`src/rtl/tc_mod_accumulator_pkg.sv`:
```
// Shared constants and helpers for the thermometer-code residue accumulator.
// Widths are derived from the modulus so every file agrees on them.
package tc_pkg;

   localparam int MOD_MAX = 64;

   function automatic int tc_width(input int mod);
      return mod - 1;
   endfunction

   function automatic int bin_width(input int mod);
      return $clog2(mod);
   endfunction

   // Value k becomes k ones from the LSB, capped at mod-1 ones; callers truncate to tc_width(mod).
   function automatic logic [MOD_MAX-2:0] bin_to_tc(input int value, input int mod);
      logic [MOD_MAX-2:0] tc;
      tc = '0;
      for (int i = 0; i < MOD_MAX - 1; i++) begin
         tc[i] = (i < value) && (i < mod - 1);
      end
      return tc;
   endfunction

endpackage

```
`src/rtl/tc_mod_accumulator_if.sv`:
```
// Streaming handshake bundle for tc_mod_accumulator (input beats, output beats, error status).
// Optional feature macro: TC_MOD_ERR_COUNT_EN adds the err_cnt signal.
interface tc_mod_accumulator_if
   import tc_pkg::*;
#(
   parameter int MOD = 9
);
   localparam int BW  = bin_width(MOD);
   localparam int TCW = tc_width(MOD);

   logic           in_valid;
   logic           in_ready;
   logic [BW-1:0]  in_bin;
   logic           in_clear;
   logic           out_valid;
   logic           out_ready;
   logic [TCW-1:0] out_tc;
   logic [BW-1:0]  out_bin;
   logic           err;
`ifdef TC_MOD_ERR_COUNT_EN
   logic [7:0]     err_cnt;
`endif

   modport master (
      output in_valid, in_bin, in_clear, out_ready,
`ifdef TC_MOD_ERR_COUNT_EN
      input  err_cnt,
`endif
      input  in_ready, out_valid, out_tc, out_bin, err
   );

   modport slave (
      input  in_valid, in_bin, in_clear, out_ready,
`ifdef TC_MOD_ERR_COUNT_EN
      output err_cnt,
`endif
      output in_ready, out_valid, out_tc, out_bin, err
   );

endinterface

```
`src/rtl/tc_mod_accumulator_bin_to_tc_enc.sv`:
```
// Combinational binary-to-thermometer encoder with range check.
// Out-of-range inputs (>= MOD) encode to all zeros.
module bin_to_tc_enc
   import tc_pkg::*;
#(
   parameter  int MOD = 9,
   localparam int BW  = bin_width(MOD),
   localparam int TCW = tc_width(MOD)
) (
   input  logic [BW-1:0]  bin_i,
   output logic [TCW-1:0] tc_o,
   output logic           in_range_o
);

   localparam logic [BW:0] MOD_V = (BW+1)'(MOD);

   assign in_range_o = {1'b0, bin_i} < MOD_V;
   assign tc_o       = in_range_o ? TCW'(bin_to_tc(int'(bin_i), MOD)) : '0;

endmodule

```
`src/rtl/tc_mod_accumulator.sv`:
```
// Two-stage streaming modular accumulator: stage 1 range-checks and encodes, stage 2 accumulates.
// Optional feature macro: TC_MOD_ERR_COUNT_EN adds an 8-bit saturating error counter.
module tc_mod_accumulator
   import tc_pkg::*;
#(
   parameter int MOD = 9
) (
   input  logic                 clk,
   input  logic                 rst,
   tc_mod_accumulator_if.slave  bus
);

   localparam int BW  = bin_width(MOD);
   localparam int TCW = tc_width(MOD);
   localparam logic [BW:0] MOD_V = (BW+1)'(MOD);

   logic           in_ok;
   logic [TCW-1:0] in_tc;
   logic           in_ready;
   logic           in_accept;
   logic           s2_load;

   logic [BW-1:0]  s1_bin_q;
   logic [TCW-1:0] s1_tc_q;
   logic           s1_clear_q;
   logic           s1_valid_q;

   logic [BW-1:0]  acc_q, acc_d;
   logic [TCW-1:0] out_tc_q, out_tc_d;
   logic           out_valid_q;
   logic           err_q;

   logic [BW:0]    sum_raw;
   logic [TCW-1:0] acc_tc;
   logic           acc_in_range_unused;

   bin_to_tc_enc #(.MOD(MOD)) u_in_enc (
      .bin_i      (bus.in_bin),
      .tc_o       (in_tc),
      .in_range_o (in_ok)
   );

   // Stage 1 may refill in the same cycle it hands its beat on, so full throughput has no bubble.
   assign s2_load   = s1_valid_q && (!out_valid_q || bus.out_ready);
   assign in_ready  = !s1_valid_q || s2_load;
   assign in_accept = bus.in_valid && in_ready;

   // Both operands are below MOD, so one conditional subtract brings the sum back into range.
   always_comb begin
      // NOTE: every always_comb output gets a value on every path; a missing default infers a latch.
      sum_raw  = {1'b0, acc_q} + {1'b0, s1_bin_q};
      acc_d    = (sum_raw >= MOD_V) ? BW'(sum_raw - MOD_V) : BW'(sum_raw);
      out_tc_d = acc_tc;
      if (s1_clear_q) begin
         acc_d    = s1_bin_q;
         out_tc_d = s1_tc_q;
      end
   end

   // acc_d is always below MOD, so the range flag of this instance carries no information.
   bin_to_tc_enc #(.MOD(MOD)) u_acc_enc (
      .bin_i      (acc_d),
      .tc_o       (acc_tc),
      .in_range_o (acc_in_range_unused)
   );

   always_ff @(posedge clk) begin
      // NOTE: registers use non-blocking assignments so every flop samples pre-edge values.
      if (rst) begin
         s1_bin_q    <= '0;
         s1_tc_q     <= '0;
         s1_clear_q  <= 1'b0;
         s1_valid_q  <= 1'b0;
         acc_q       <= '0;
         out_tc_q    <= '0;
         out_valid_q <= 1'b0;
         err_q       <= 1'b0;
      end else begin
         if (in_accept) begin
            s1_bin_q   <= in_ok ? bus.in_bin : '0;
            s1_tc_q    <= in_tc;
            s1_clear_q <= bus.in_clear;
            s1_valid_q <= 1'b1;
         end else if (s2_load) begin
            s1_valid_q <= 1'b0;
         end

         if (s2_load) begin
            acc_q       <= acc_d;
            out_tc_q    <= out_tc_d;
            out_valid_q <= 1'b1;
         end else if (bus.out_ready) begin
            out_valid_q <= 1'b0;
         end

         if (in_accept && !in_ok) begin
            err_q <= 1'b1;
         end
      end
   end

`ifdef TC_MOD_ERR_COUNT_EN
   logic [7:0] err_cnt_q;

   always_ff @(posedge clk) begin
      if (rst) begin
         err_cnt_q <= '0;
      end else if (in_accept && !in_ok && (err_cnt_q != 8'hFF)) begin
         err_cnt_q <= err_cnt_q + 8'd1;
      end
   end

   assign bus.err_cnt = err_cnt_q;
`endif

   assign bus.in_ready  = in_ready;
   assign bus.out_valid = out_valid_q;
   assign bus.out_tc    = out_tc_q;
   assign bus.out_bin   = acc_q;
   assign bus.err       = err_q;

endmodule

```
`src/flat_wrapper.sv`:
```
// flat-port wrapper written by rule: the top's interface ports become plain ports
module tc_mod_accumulator_flat import tc_pkg::*;
#(
   parameter int MOD = 9
)
  (clk, rst, bus_in_valid, bus_in_bin, bus_in_clear, bus_out_ready, bus_in_ready, bus_out_valid, bus_out_tc, bus_out_bin, bus_err);
  tc_mod_accumulator_if #(.MOD(MOD)) bus_i ();
  input  logic clk;
  input  logic rst;
  input wire logic [$bits(bus_i.in_valid)-1:0] bus_in_valid;
  input wire logic [$bits(bus_i.in_bin)-1:0] bus_in_bin;
  input wire logic [$bits(bus_i.in_clear)-1:0] bus_in_clear;
  input wire logic [$bits(bus_i.out_ready)-1:0] bus_out_ready;
  output wire logic [$bits(bus_i.in_ready)-1:0] bus_in_ready;
  output wire logic [$bits(bus_i.out_valid)-1:0] bus_out_valid;
  output wire logic [$bits(bus_i.out_tc)-1:0] bus_out_tc;
  output wire logic [$bits(bus_i.out_bin)-1:0] bus_out_bin;
  output wire logic [$bits(bus_i.err)-1:0] bus_err;
  assign bus_i.in_valid = bus_in_valid;
  assign bus_i.in_bin = bus_in_bin;
  assign bus_i.in_clear = bus_in_clear;
  assign bus_i.out_ready = bus_out_ready;
  assign bus_in_ready = bus_i.in_ready;
  assign bus_out_valid = bus_i.out_valid;
  assign bus_out_tc = bus_i.out_tc;
  assign bus_out_bin = bus_i.out_bin;
  assign bus_err = bus_i.err;
  tc_mod_accumulator #(.MOD(MOD)) u_core (.clk(clk), .rst(rst), .bus(bus_i));
endmodule
```
`config.mk`:
```
export PLATFORM = sky130hd
export DESIGN_NAME = tc_mod_accumulator_flat
export DESIGN_NICKNAME = d
export VERILOG_FILES = /design/src/rtl/tc_mod_accumulator_pkg.sv /design/src/rtl/tc_mod_accumulator_if.sv /design/src/rtl/tc_mod_accumulator_bin_to_tc_enc.sv /design/src/rtl/tc_mod_accumulator.sv /design/src/flat_wrapper.sv
export SDC_FILE = /design/constraint.sdc
export NUM_CORES = 1
export LEC_CHECK = 0
export BUFFER_PORTS_ARGS = -buffer_cell sky130_fd_sc_hd__buf_2
export CAP_MARGIN = 20
export CORE_MARGIN = 2
export CORE_UTILIZATION = 25
export CTS_CLUSTER_SIZE = 16
export DETAILED_ROUTE_END_ITERATION = 10
export HOLD_SLACK_MARGIN = 0.08
export SLEW_MARGIN = 20
export SYNTH_ARGS = -nofsm -noshare
export SYNTH_HDL_FRONTEND = slang
export SYNTH_SLANG_ARGS = --single-unit
```
`constraint.sdc`:
```
create_clock -name clk -period 4.4 [get_ports clk]
set_clock_uncertainty 0.2 [all_clocks]
set_input_delay 0.44 -clock clk [delete_from_list [all_inputs] [get_ports clk]]
set_output_delay 0.44 -clock clk [all_outputs]
set_load 0.02 [all_outputs]
```
==> flow_summary.ini <==
[synthesis]
netlist_area_um2 = 1580
synth_top_cell_by_area = dfxtp_1
yosys_most_used_dff = dfxtp_1
synth_top_area_share_pct = 34.2
synth_edf_count = 0
synthTopCellsByArea = dfxtp_1 34%, a21oi_1 7.0%, ha_1 4.8%, nand2_1 4.8%, o21ai_0 4.8%
synthArstFlopShare_pct = 0
syn_nets = 211
seq_area_frac_synth_pct = 34.2
synth.avg_cell_area_um2 = 8.10
ys_warn_count = 0
synth_cell_types = 55
synth_seq_cells = 27
synthCells = 195

[routing]
wirelength_um = 3810
routed.top_layer = met4
met2WireLength_um = 1710
drt-initial-drc-count = 103
wl_met3_um = 84
drtAntennaViolNets = 0
wl_met1_um = 1980
via_count = 1434
firstDrtPassIters = 4
drc_errors = 0
routed_via_density = 5.01
post_drt_wl_per_cell_um = 13.3

[floorplan]
die_w_um = 83.5
core_area_um2 = 6030
die_area_um2 = 6970
io_pins = 24
rows = 28
fp.dieH_um = 83.5
initial_core_util_pct = 26.2

[worst_setup_path]
slowest_stage = fa_1
crit_buf_inv = 1
setup.worst_path.class = reg -> reg
cp-start-kind = flop
cp_max_fo = 5
worstSetupEndpointType = flop
crit_arrival_ns = 3.53
cp.required_ns = 4.41
cp_cell_sequence = ha_1, fa_1, inv_1, ha_1, or4_1, a2111o_1, nand3_2, nand2_2, or4_1, a21oi_1
max_stage_delay_ns = 0.57
critPathTopFamily = simple AND/OR/NAND/NOR gates

[cts]
hold_buffers = 0
root_buffer = clkbuf_8
cts.sinks = 27
clk_pin_slew_ns = 0.10
htreeDepth = 1
worst_skew_pair.late_latency_ns = 0.27
cts_max_path_buffers = 2
postCtsResizedCells = 0
cts_tree = done
cts_buffers = 3
post-cts-setup-buffers = 0

[power]
p_int_uw = 376
power.density_nw_per_um2 = 306
swShare_pct = 31.5
p_leak_nw = 0.699
vdd_drop_max_v = 0.000159
pwr-share-clk_pct = 25.7
pwr-share-seq_pct = 49.3
switching_power_uw = 173
power_frac_comb_pct = 25.0

[global_route]
grt_pass1_wl_um = 6470
grtUsageTotal_pct = 10.9
grt_max_degree = 22
gr-total-overflow = 0
antenna_found_initial = 0
grt_pass1_vias = 1328

[sta]
setup_tns_ns = 0
worst_pin_slew_ns = 0.702
fin_crit_sh_pct = 80.1
setup_viol = 0
setup_slack_ns = 0.876
fmax_mhz = 284
finalMaxSlewViolations = 0
period_needed_ns = 3.52
hold_viol_final = 0
maxSlewHeadroom_pct = 53.1
rsz0062_at_grt = no

[layout]
final_common_cell = dfxtp_1
final_cell_mix = 27 x dfxtp_1, 23 x buf_2, 22 x a21oi_1
multiInputGateArea_um2 = 978
nets = 228
syn_to_final_growth_pct = 13.5
register_area_um2 = 541
antenna_cells = 0
drive_above_1_share_pct = 20.4
fillCellCount = 676

[status]
status = finished, final reports clean

[placement]
routabilityCongestion = 0.880
portBuffers = 23
post-dp-hpwl_um = 2850
place_ws_ns = 0.924

[flow_run]
cap_violations = 0

[hold_path]
hp-class = in -> reg
## flip-flops by register name, summed over array words and instances, names as in the netlist
register / count
u_core.bus.out_tc: 8
u_core.s1_tc_q: 8
u_core.bus.out_bin: 4
u_core.s1_bin_q: 3
u_core.bus.err: 1
u_core.bus.out_valid: 1
u_core.s1_clear_q: 1
u_core.s1_valid_q: 1
## cell usage after synthesis (2+ instances only)
library cell   n
dfxtp_1       27
a21oi_1       22
nand2_1       20
nor2_1        19
o21ai_0       15
clkbuf_1       9
a31oi_1        7
nor3_1         7
ha_1           6
inv_1          5
a211oi_1       3
and2_1         3
nor2b_1        3
o21ai_1        3
nand2b_1       2
nand3_1        2
nand3b_1       2
o221a_2        2
or4_1          2
## routing by layer
metal  vias up  global-route usage [%]
met4         0                    2.64
li1        753                       -
met2        22                    18.0
met1       654                    15.4
met3         5                    1.19
met5         -                       0
## layout make-up
class                      count  share of cell area, %
clock inverter                 1                  0.279
inverter                       5                   1.05
multi-input combinational    152                   54.6
clock buffer                   3                   2.30
tap                           75                   5.23
sequential                    27                   30.1
timing repair buffer          23                   6.42
## final timing paths
path	from	endpoint	slack [ns]	depth (start not counted)
worst max-delay path	u_core.bus.out_bin[0]$_SDFFE_PP0P_	u_core.bus.out_tc[7]$_SDFFE_PP0P_	0.88	10
worst min-delay path	bus_in_clear	u_core.s1_clear_q$_SDFFE_PP0P_	0.20	3
worst max register to register	u_core.bus.out_bin[0]$_SDFFE_PP0P_	u_core.bus.out_tc[7]$_SDFFE_PP0P_	0.88	10
worst min register to register	u_core.s1_tc_q[0]$_SDFFE_PP0P_	u_core.s1_tc_q[0]$_SDFFE_PP0P_	0.26	2
## worst reg2reg max path, cell delays in order (launching register included)
cell      delay (ns)
dfxtp_1         0.34
ha_1            0.24
fa_1            0.57
inv_1           0.09
ha_1            0.21
or4_1           0.50
a2111o_1        0.47
nand3_2         0.12
nand2_2         0.06
or4_1           0.52
a21oi_1         0.14
## power by group through the flow
stage | clock network, mW | registers (mW) | logic (mW)
6_report | 0.141 | 0.271 | 0.137
2_1_floorplan | 0 | 0.283 | 0.0964
3_5_place_dp | 0 | 0.277 | 0.137
4_1_cts | 0.144 | 0.271 | 0.137
5_1_grt | 0.156 | 0.274 | 0.152
3_3_place_gp | 0 | 0.277 | 0.136
## logic make-up (layout without fill, tap and decap cells)
logic type	after synthesis	count (layout)	synth area share, %
XOR/XNOR	3	3	2.14
flip-flops	27	27	34.2
buffers and inverters	16	32	3.88
AO/OA/AOI/OAI	72	72	30.8
AND/OR/NAND/NOR	70	70	23.0
adder cells (fa/ha/maj)	7	7	6.02
## per-stage QoR
step	util, %	cell area, µm²	total power [mW]	hold WS [ns]	cells
global route	29.8	1790	0.581	0.209	286
floorplan	-	1580	0.379	0.232	195
detailed placement	29.0	1750	0.413	0.253	282
finish	29.8	1790	0.549	0.203	286
CTS	29.8	1790	0.552	0.203	286
global placement	29.0	1750	0.413	0.248	282
Note: power is estimated with default switching activity, not from simulation.
